===== src/rtl/piso_sched_pkg.sv =====
// Shared types and default sizes for the round-robin PISO scheduler.
// Optional parity bit is enabled by defining PISO_SCHED_PARITY_EN.
package piso_sched_pkg;
   typedef enum logic [1:0] {IDLE, SHIFT, PAR} sched_state_e;

   localparam int NUM_REQ_DEF = 4;
   localparam int DATA_W_DEF  = 4;
endpackage


===== src/rtl/piso_rr_arbiter.sv =====
// Combinational round-robin picker: first asserted request at or after ptr_i,
// wrapping from NUM_REQ-1 back to 0. No grant when en_i is low.
module piso_rr_arbiter #(
   parameter  int NUM_REQ = 4,
   localparam int IDW     = $clog2(NUM_REQ)
) (
   input  logic [NUM_REQ-1:0] req_i,
   input  logic [IDW-1:0]     ptr_i,
   input  logic               en_i,
   output logic [NUM_REQ-1:0] gnt_o,
   output logic [IDW-1:0]     gnt_id_o
);
   int   idx;
   logic found;

   always_comb begin
      gnt_o    = '0;
      gnt_id_o = '0;
      found    = 1'b0;
      idx      = 0;
      for (int i = 0; i < NUM_REQ; i++) begin
         idx = int'(ptr_i) + i;
         if (idx >= NUM_REQ) idx = idx - NUM_REQ;
         if (en_i && !found && req_i[idx]) begin
            found      = 1'b1;
            gnt_o[idx] = 1'b1;
            gnt_id_o   = IDW'(idx);
         end
      end
   end
endmodule


===== src/rtl/piso_rr_sched.sv =====
// One shared PISO shift engine serving NUM_REQ requesters round-robin, LSB first.
// Define PISO_SCHED_PARITY_EN to append an even-parity bit to every frame.
module piso_rr_sched
   import piso_sched_pkg::*;
#(
   parameter  int NUM_REQ = NUM_REQ_DEF,
   parameter  int DATA_W  = DATA_W_DEF,
   localparam int IDW     = $clog2(NUM_REQ)
) (
   input  logic                      clk,
   input  logic                      reset,
   input  logic [NUM_REQ-1:0]        req_i,
   input  logic [NUM_REQ*DATA_W-1:0] data_i,
   output logic [NUM_REQ-1:0]        gnt_o,
   output logic                      serial_o,
   output logic                      valid_o,
   output logic                      sof_o,
   output logic [IDW-1:0]            src_o,
   output logic                      busy_o
);
   localparam int CW = $clog2(DATA_W + 1);

   sched_state_e      state_q;
   logic [DATA_W-1:0] shreg_q;
   logic [CW-1:0]     cnt_q;
   logic [IDW-1:0]    ptr_q, ptr_d;
   logic [IDW-1:0]    src_q;
   logic [IDW-1:0]    gnt_id;
   logic [DATA_W-1:0] win_word;
   logic              last_bit, elig, gnt_any;

   assign last_bit = (state_q == SHIFT) && (cnt_q == CW'(DATA_W - 1));

`ifdef PISO_SCHED_PARITY_EN
   logic par_q;
   assign elig = (state_q == IDLE) || (state_q == PAR);
`else
   assign elig = (state_q == IDLE) || last_bit;
`endif

   piso_rr_arbiter #(.NUM_REQ(NUM_REQ)) u_arb (
      .req_i    (req_i),
      .ptr_i    (ptr_q),
      .en_i     (elig && !reset),
      .gnt_o    (gnt_o),
      .gnt_id_o (gnt_id)
   );

   assign gnt_any  = |gnt_o;
   assign win_word = data_i[gnt_id*DATA_W +: DATA_W];
   assign ptr_d    = (gnt_id == IDW'(NUM_REQ - 1)) ? '0 : gnt_id + IDW'(1);

   always_ff @(posedge clk or posedge reset) begin
      if (reset) begin
         state_q <= IDLE;
         shreg_q <= '0;
         cnt_q   <= '0;
         ptr_q   <= '0;
         src_q   <= '0;
`ifdef PISO_SCHED_PARITY_EN
         par_q   <= 1'b0;
`endif
      end else if (elig) begin
         // Grant on the closing cycle of a frame gives gap-free back-to-back frames.
         cnt_q <= '0;
         if (gnt_any) begin
            state_q <= SHIFT;
            shreg_q <= win_word;
            src_q   <= gnt_id;
            ptr_q   <= ptr_d;
`ifdef PISO_SCHED_PARITY_EN
            par_q   <= ^win_word;
`endif
         end else begin
            state_q <= IDLE;
            shreg_q <= '0;
         end
      end else if (state_q == SHIFT) begin
         shreg_q <= shreg_q >> 1;
`ifdef PISO_SCHED_PARITY_EN
         if (last_bit) state_q <= PAR;
         else          cnt_q   <= cnt_q + CW'(1);
`else
         cnt_q   <= cnt_q + CW'(1);
`endif
      end
   end

   always_comb begin
      serial_o = 1'b0;
      if (state_q == SHIFT) serial_o = shreg_q[0];
`ifdef PISO_SCHED_PARITY_EN
      if (state_q == PAR)   serial_o = par_q;
`endif
   end

   assign valid_o = (state_q != IDLE);
   assign busy_o  = (state_q != IDLE);
   assign sof_o   = (state_q == SHIFT) && (cnt_q == '0);
   assign src_o   = src_q;
endmodule


===== config.mk =====
export PLATFORM = sky130hd
export DESIGN_NAME = piso_rr_sched
export DESIGN_NICKNAME = d
export VERILOG_FILES = /design/src/rtl/piso_sched_pkg.sv /design/src/rtl/piso_rr_arbiter.sv /design/src/rtl/piso_rr_sched.sv
export SDC_FILE = /design/constraint.sdc
export NUM_CORES = 1
export LEC_CHECK = 0
export ABC_AREA = 1
export CORE_UTILIZATION = 49
export DETAILED_ROUTE_END_ITERATION = 8
export HOLD_SLACK_MARGIN = 0.03
export PLACE_DENSITY = 0.9
export SETUP_SLACK_MARGIN = 0.2
export SYNTH_ARGS = -nofsm -noshare
export SYNTH_HDL_FRONTEND = slang
export SYNTH_SLANG_ARGS = --single-unit
export TNS_END_PERCENT = 100

===== constraint.sdc =====
create_clock -name clk -period 3.1 [get_ports clk]
set_input_delay 0.465 -clock clk [delete_from_list [all_inputs] [get_ports clk]]
set_output_delay 0.465 -clock clk [all_outputs]
set_load 0.05 [all_outputs]

## Word-level counts from Yosys, hierarchy flattened

Index checks and enable logic that the tools add are counted.
Widths: inputs -> output; s select.

- Register bits after elaboration: 13
- Output and inout bits: 10
- Input port bits: 22

- Add/subtract/negate cells: 9
- Order comparisons: 12
- Bitwise operators: 3
- Shift-type cells: 1
- Equality and inequality tests: 3
- Multiplexer cells: 43
- Reductions and logical operators: 25

Operators with widths:

| operator | number |
|---|---|
| $ge 32x1->1 const B | 4 |
| $lt 32x4->1 const B | 4 |
| $mux 32 | 4 |
| $ge 32x4->1 const B | 3 |
| $sub 32x4->32 const B | 3 |
| $mux 4 | 7 |
| $mux 1 | 17 |
| $shiftx 16x5->4 | 1 |
| $logic_and 1x1->1 | 14 |
| $or 4x4->4 | 3 |
| $mux 2 | 5 |
| $bmux 1 s2 | 4 |
| $demux 1 s2 | 4 |
| $add 2x2->3 const B | 2 |
| $mux 3 | 2 |
| $logic_not 1->1 | 4 |
| $reduce_bool 2->1 | 2 |
| $reduce_or 4->1 | 1 |
| $sub 2x3->4 const B | 1 |
| $add 2x1->3 const B | 1 |
| $add 3x1->3 const B | 1 |
| $eq 3x2->1 const B | 1 |
| $ge 2x3->1 const B | 1 |
| $logic_not 3->1 | 1 |
| other kinds (6) | 6 |

## Longest topological paths before layout

Gate-level depths: netlist of the first run.

- Word-level depth: 22
- Depth in mapped cells: 15
- Gate-level depth less buffers: 15

## Hierarchy

A second synthesis of the first run with hierarchy kept.

- Cell total of the unflattened synthesis: 186
- Area, all modules: 1226.2 um^2

Modules (own cells, without submodules):

| module | seq. area each (um^2) | cells an instance | times used | area an instance (um^2) |
|---|---|---|---|---|
| piso_rr_sched | 300.3 | 105 | 1 | 728.2 |
| piso_rr_arbiter | 0.0 | 81 | 1 | 498.0 |

## Worst setup path before layout of the first run

OpenSTA, ideal clock, no wires.

- Kind: reg2reg
- Start: reg ptr_q[1]
- End: reg src_q[0], in the netlist src_o[0]
- Setup time: 0.065 ns
- Setup slack: 0.520 ns
- Data arrival time: 2.515 ns
- Stages on the path, launching flop included: 16
- Data required time: 3.035 ns
- Cells stage by stage: dfrtp_1 > inv_1 > ha_1 > inv_1 > nand3_1 > nand2_2 > inv_2 > nand4_1 > nand2_1 > clkinv_1 > nand3_1 > nor2_1 > nand2_2 > inv_2 > nand2_1 > nand2_1

- Word-level cells in the longest chain between the ends: 21
- Elaborated cells between the ends (all ways): 73

Ends and longest elaborated chain:

| item | RTL line | text |
|---|---|---|
| start, declared | piso_rr_sched.sv:26 | `logic [IDW-1:0] ptr_q, ptr_d;` |
| start signal, assigned | piso_rr_sched.sv:70 | `ptr_q <= ptr_d;` |
| branches (longest 18 deep; another with $sub 32x4->32) | - |  |
| $mux 4 (*) | piso_rr_arbiter.sv:24 | `if (en_i && !found && req_i[idx]) begin` |
| via gnt_o[1] | piso_rr_sched.sv:14 | `output logic [NUM_REQ-1:0] gnt_o,` |
| $reduce_or 4->1 (*) | piso_rr_sched.sv:49 | `assign gnt_any = \|gnt_o;` |
| $reduce_and 2->1 (no source line) (*) | - |  |
| end signal, assigned | piso_rr_sched.sv:69 | `src_q <= gnt_id;` |
| end, declared | piso_rr_sched.sv:27 | `logic [IDW-1:0] src_q;` |

Mark *: on every way through the listed nets, which the timed path passes. The select of a mux whose other input is x is not followed.
A chain may end at the register's enable or synchronous reset.

## Worst setup path after layout of the first run

- Start: reg ptr_q[1]
- End: out gnt_o[2]

- Word-level cells in the longest chain between the ends: 19
- Elaborated cells between the ends (all ways): 67

Ends and longest elaborated chain:

| item | RTL line |
|---|---|
| branches (longest 18 deep; another with $sub 32x4->32) | - |
| $mux 4 (*) | piso_rr_arbiter.sv:24 |
| end, declared | piso_rr_sched.sv:14 |

Mark *: on every way between the ends. The select of a mux whose other input is x is not followed.

==> run summary, run 1 <==
status - finished, final reports clean
critical path class - reg -> out
TritonCTS Sinks - 12
cts bufs inserted - 3
CORE AREA - 2480 um^2
WP data arrival - 2.28 ns
layout cells sized above 1 - 24.9%
via count - 1194
grt ovf - 0
CTS H-Tree Depth - 1
vias in the first global route - 965
Syn Std Cell Area - 1270 um^2
register area share after synthesis - 23.6%
Initial Util - 51.4%
ANT nets after route - 0
setup TNS - 0 ns
Worst Path Required - 2.63 ns
DP Cell Count - 231
#FFs+latches synth - 12
Fmax - 0.364 GHz
num rows - 18
Critical Path End Type - output pin
Place WS - 0.545 ns
IO Count - 32
die area - 2810 um^2
Port Buffers - 31
total power - 1490 uW
Die Width - 53.0 um
maximum fanout along the worst path - 10
final net count - 239
first-pass GRT wire length - 4110 um
max-slew violations - 0
max_cap viols - 0
post-DR wirelength/cell - 10.4 um
clk_skew - 0.00978 ns
# DRC - 0
maximum vdd drop - 0.727 mV
Primary FF master, synth - dfrtp_1
GRT Total Usage - 20.3%
Post-synth EDFFs - 0
Final WS setup - 0.354 ns
unrepaired setup endpoints after global routing - no
initial antenna violation count - 0
DRT iter0 DRCs - 36
pwr dens - 889 nW/um^2
syn nets - 205
FFs w/ async S/R, synth - 100%
Tcrit/Tclk final - 88.6%
P_leak - 0.000852 uW
most frequent cell after synthesis - nand2_1
clock slew at reported path FFs - 0.08 ns
synth cell count leaders - 45 x nand2_1, 29 x nand3_1, 20 x inv_1, 13 x nand2_2, 12 x dfrtp_1
fraction of post-synthesis cell area in the top cell type by area - 23.6%
Synthesis Warnings - 0
largest area contributor in the netlist - dfrtp_1
Distinct cells, synth - 23
Clock Root Buffer - clkbuf_4
Hold Violations, Final - 0
dominant cells by area after synthesis - dfrtp_1 24%, nand2_1 13%, nand3_1 11%, ha_1 11%, nand2_2 6.4%
worst rel slew slack - 67.0%
post-CTS setup buffers - 0
worst slew pin tran - 0.493 ns
ANT cells - 0
final wirelength - 2440 um
min Tclk post-route - 2.75 ns
gp weighted congestion - 0.859
synthesized area per cell - 7.41 um^2
DR pass1 iterations - 7
Detailed Place HPWL - 2010 um
Die H - 53.0 um
Clock Path Buffers - 2
Finish-stage setup viols - 0
CTS tree - yes
Post-Layout Cell Count - 235
Syn Inst Count - 172
synth-to-layout area growth - 31.5%
Tightest Hold Check Type - reg -> reg
Clock Latency Late Sink - 0.29 ns
pin count of the biggest net entering global routing - 13
Via density - 5.08
kind of start point of the critical path - flip-flop
==> cells in the final DEF, fill, tap and decap left out <==
master,Yosys,final
buf_12,1,4
nor2_8,1,1
dfrtp_2,0,2
nand3_4,2,2
nand3_2,7,7
nor2_4,2,2
o21ai_1,1,1
clkbuf_4,0,3
o21bai_2,1,1
nand3_1,29,29
clkbuf_8,0,1
nand3b_1,1,1
a21oi_2,3,3
nand4_1,2,2
clkinv_1,1,1
nor2_2,4,4
xor2_1,1,1
ha_1,11,11
inv_4,0,1
dfrtp_1,12,10
nand2_4,5,5
nand2_2,13,13
clkdlybuf4s50_1,0,27
inv_2,3,2
inv_1,20,20
nor2_1,6,6
nand2_1,45,45
==> kinds of logic after synthesis <==
family,share of synthesized area (%)
adder cells (fa/ha/maj),10.8
AND/OR/NAND/NOR,52.4
buffers and inverters,9.23
XOR/XNOR,0.688
AO/OA/AOI/OAI,3.34
flip-flops,23.6
==> what timing repair did <==
action                     in CTS  in global routing
gates resized for setup         0                  4
setup endpoints to repair       0                  4
hold buffers                    0                  0
==> routing by layer <==
metal | GRT usage [%] | wire length (um) | vias up
li1 | - | - | 615
met1 | 25.9 | 1100 | 540
met2 | 33.8 | 1170 | 35
met3 | 3.45 | 120 | 4
met4 | 7.89 | 46 | 0
met5 | 0 | 0 | -
==> per-stage QoR <==
step           area, um^2  util [%]  hold WS (ns)
2_1_floorplan        1270         -         0.330
3_3_place_gp         1630      66.0         0.433
3_5_place_dp         1630      66.0         0.437
4_1_cts              1670      67.4         0.455
5_1_grt              1680      67.6         0.471
6_report             1680      67.6         0.454
==> worst max-delay path, cell delays in order, from the launching register on <==
cell     delay (ns)
dfrtp_2        0.49
inv_1          0.19
ha_1           0.31
inv_1          0.11
nand3_1        0.09
nand2_2        0.14
inv_2          0.08
nor2_4         0.16
nand3_1        0.10
nand3_1        0.17
buf_12         0.16
==> cell type report <==
cell class	instances	area, um^2
Multi-Input combinational cell	134	856
Inverter	24	92.6
Fill cell	185	802
Timing Repair Buffer	31	350
Tap cell	30	37.5
Sequential cell	12	303
Clock buffer	4	36.3
==> flip-flops by register name, indices dropped and copies added (netlist names) <==
register	count
shreg_q	4
state_q	1
src_o	2
ptr_q	2
cnt_q	3
==> report_power, final <==
part           internal [uW]  total [uW]  switching [uW]
registers                217         271            53.4
logic                    367        1090             723
clock network           71.6         129            57.1
==> worst paths after layout <==
kind	cells past startpoint	startpoint	end	slack, ns
worst max-delay path	10	ptr_q[1]	gnt_o[2]	0.35
worst min-delay path	2	shreg_q[3]	shreg_q[2]	0.45
worst max register to register	14	ptr_q[1]	ptr_q[1]	0.69
worst min register to register	2	shreg_q[3]	shreg_q[2]	0.45
max in group asynchronous	2	reset	ptr_q[1]	2.21
min in group asynchronous	2	reset	shreg_q[3]	0.56
No activity file was read; power rests on OpenSTA's default activity.
==> run 2, diff against run 1 <==
Settings changed: GPL_ROUTABILITY_DRIVEN set to 0, HOLD_SLACK_MARGIN 0.03 to not set.
==> results of run 2 <==
No change in the layout: final DEF, timing and power equal those of run 1.
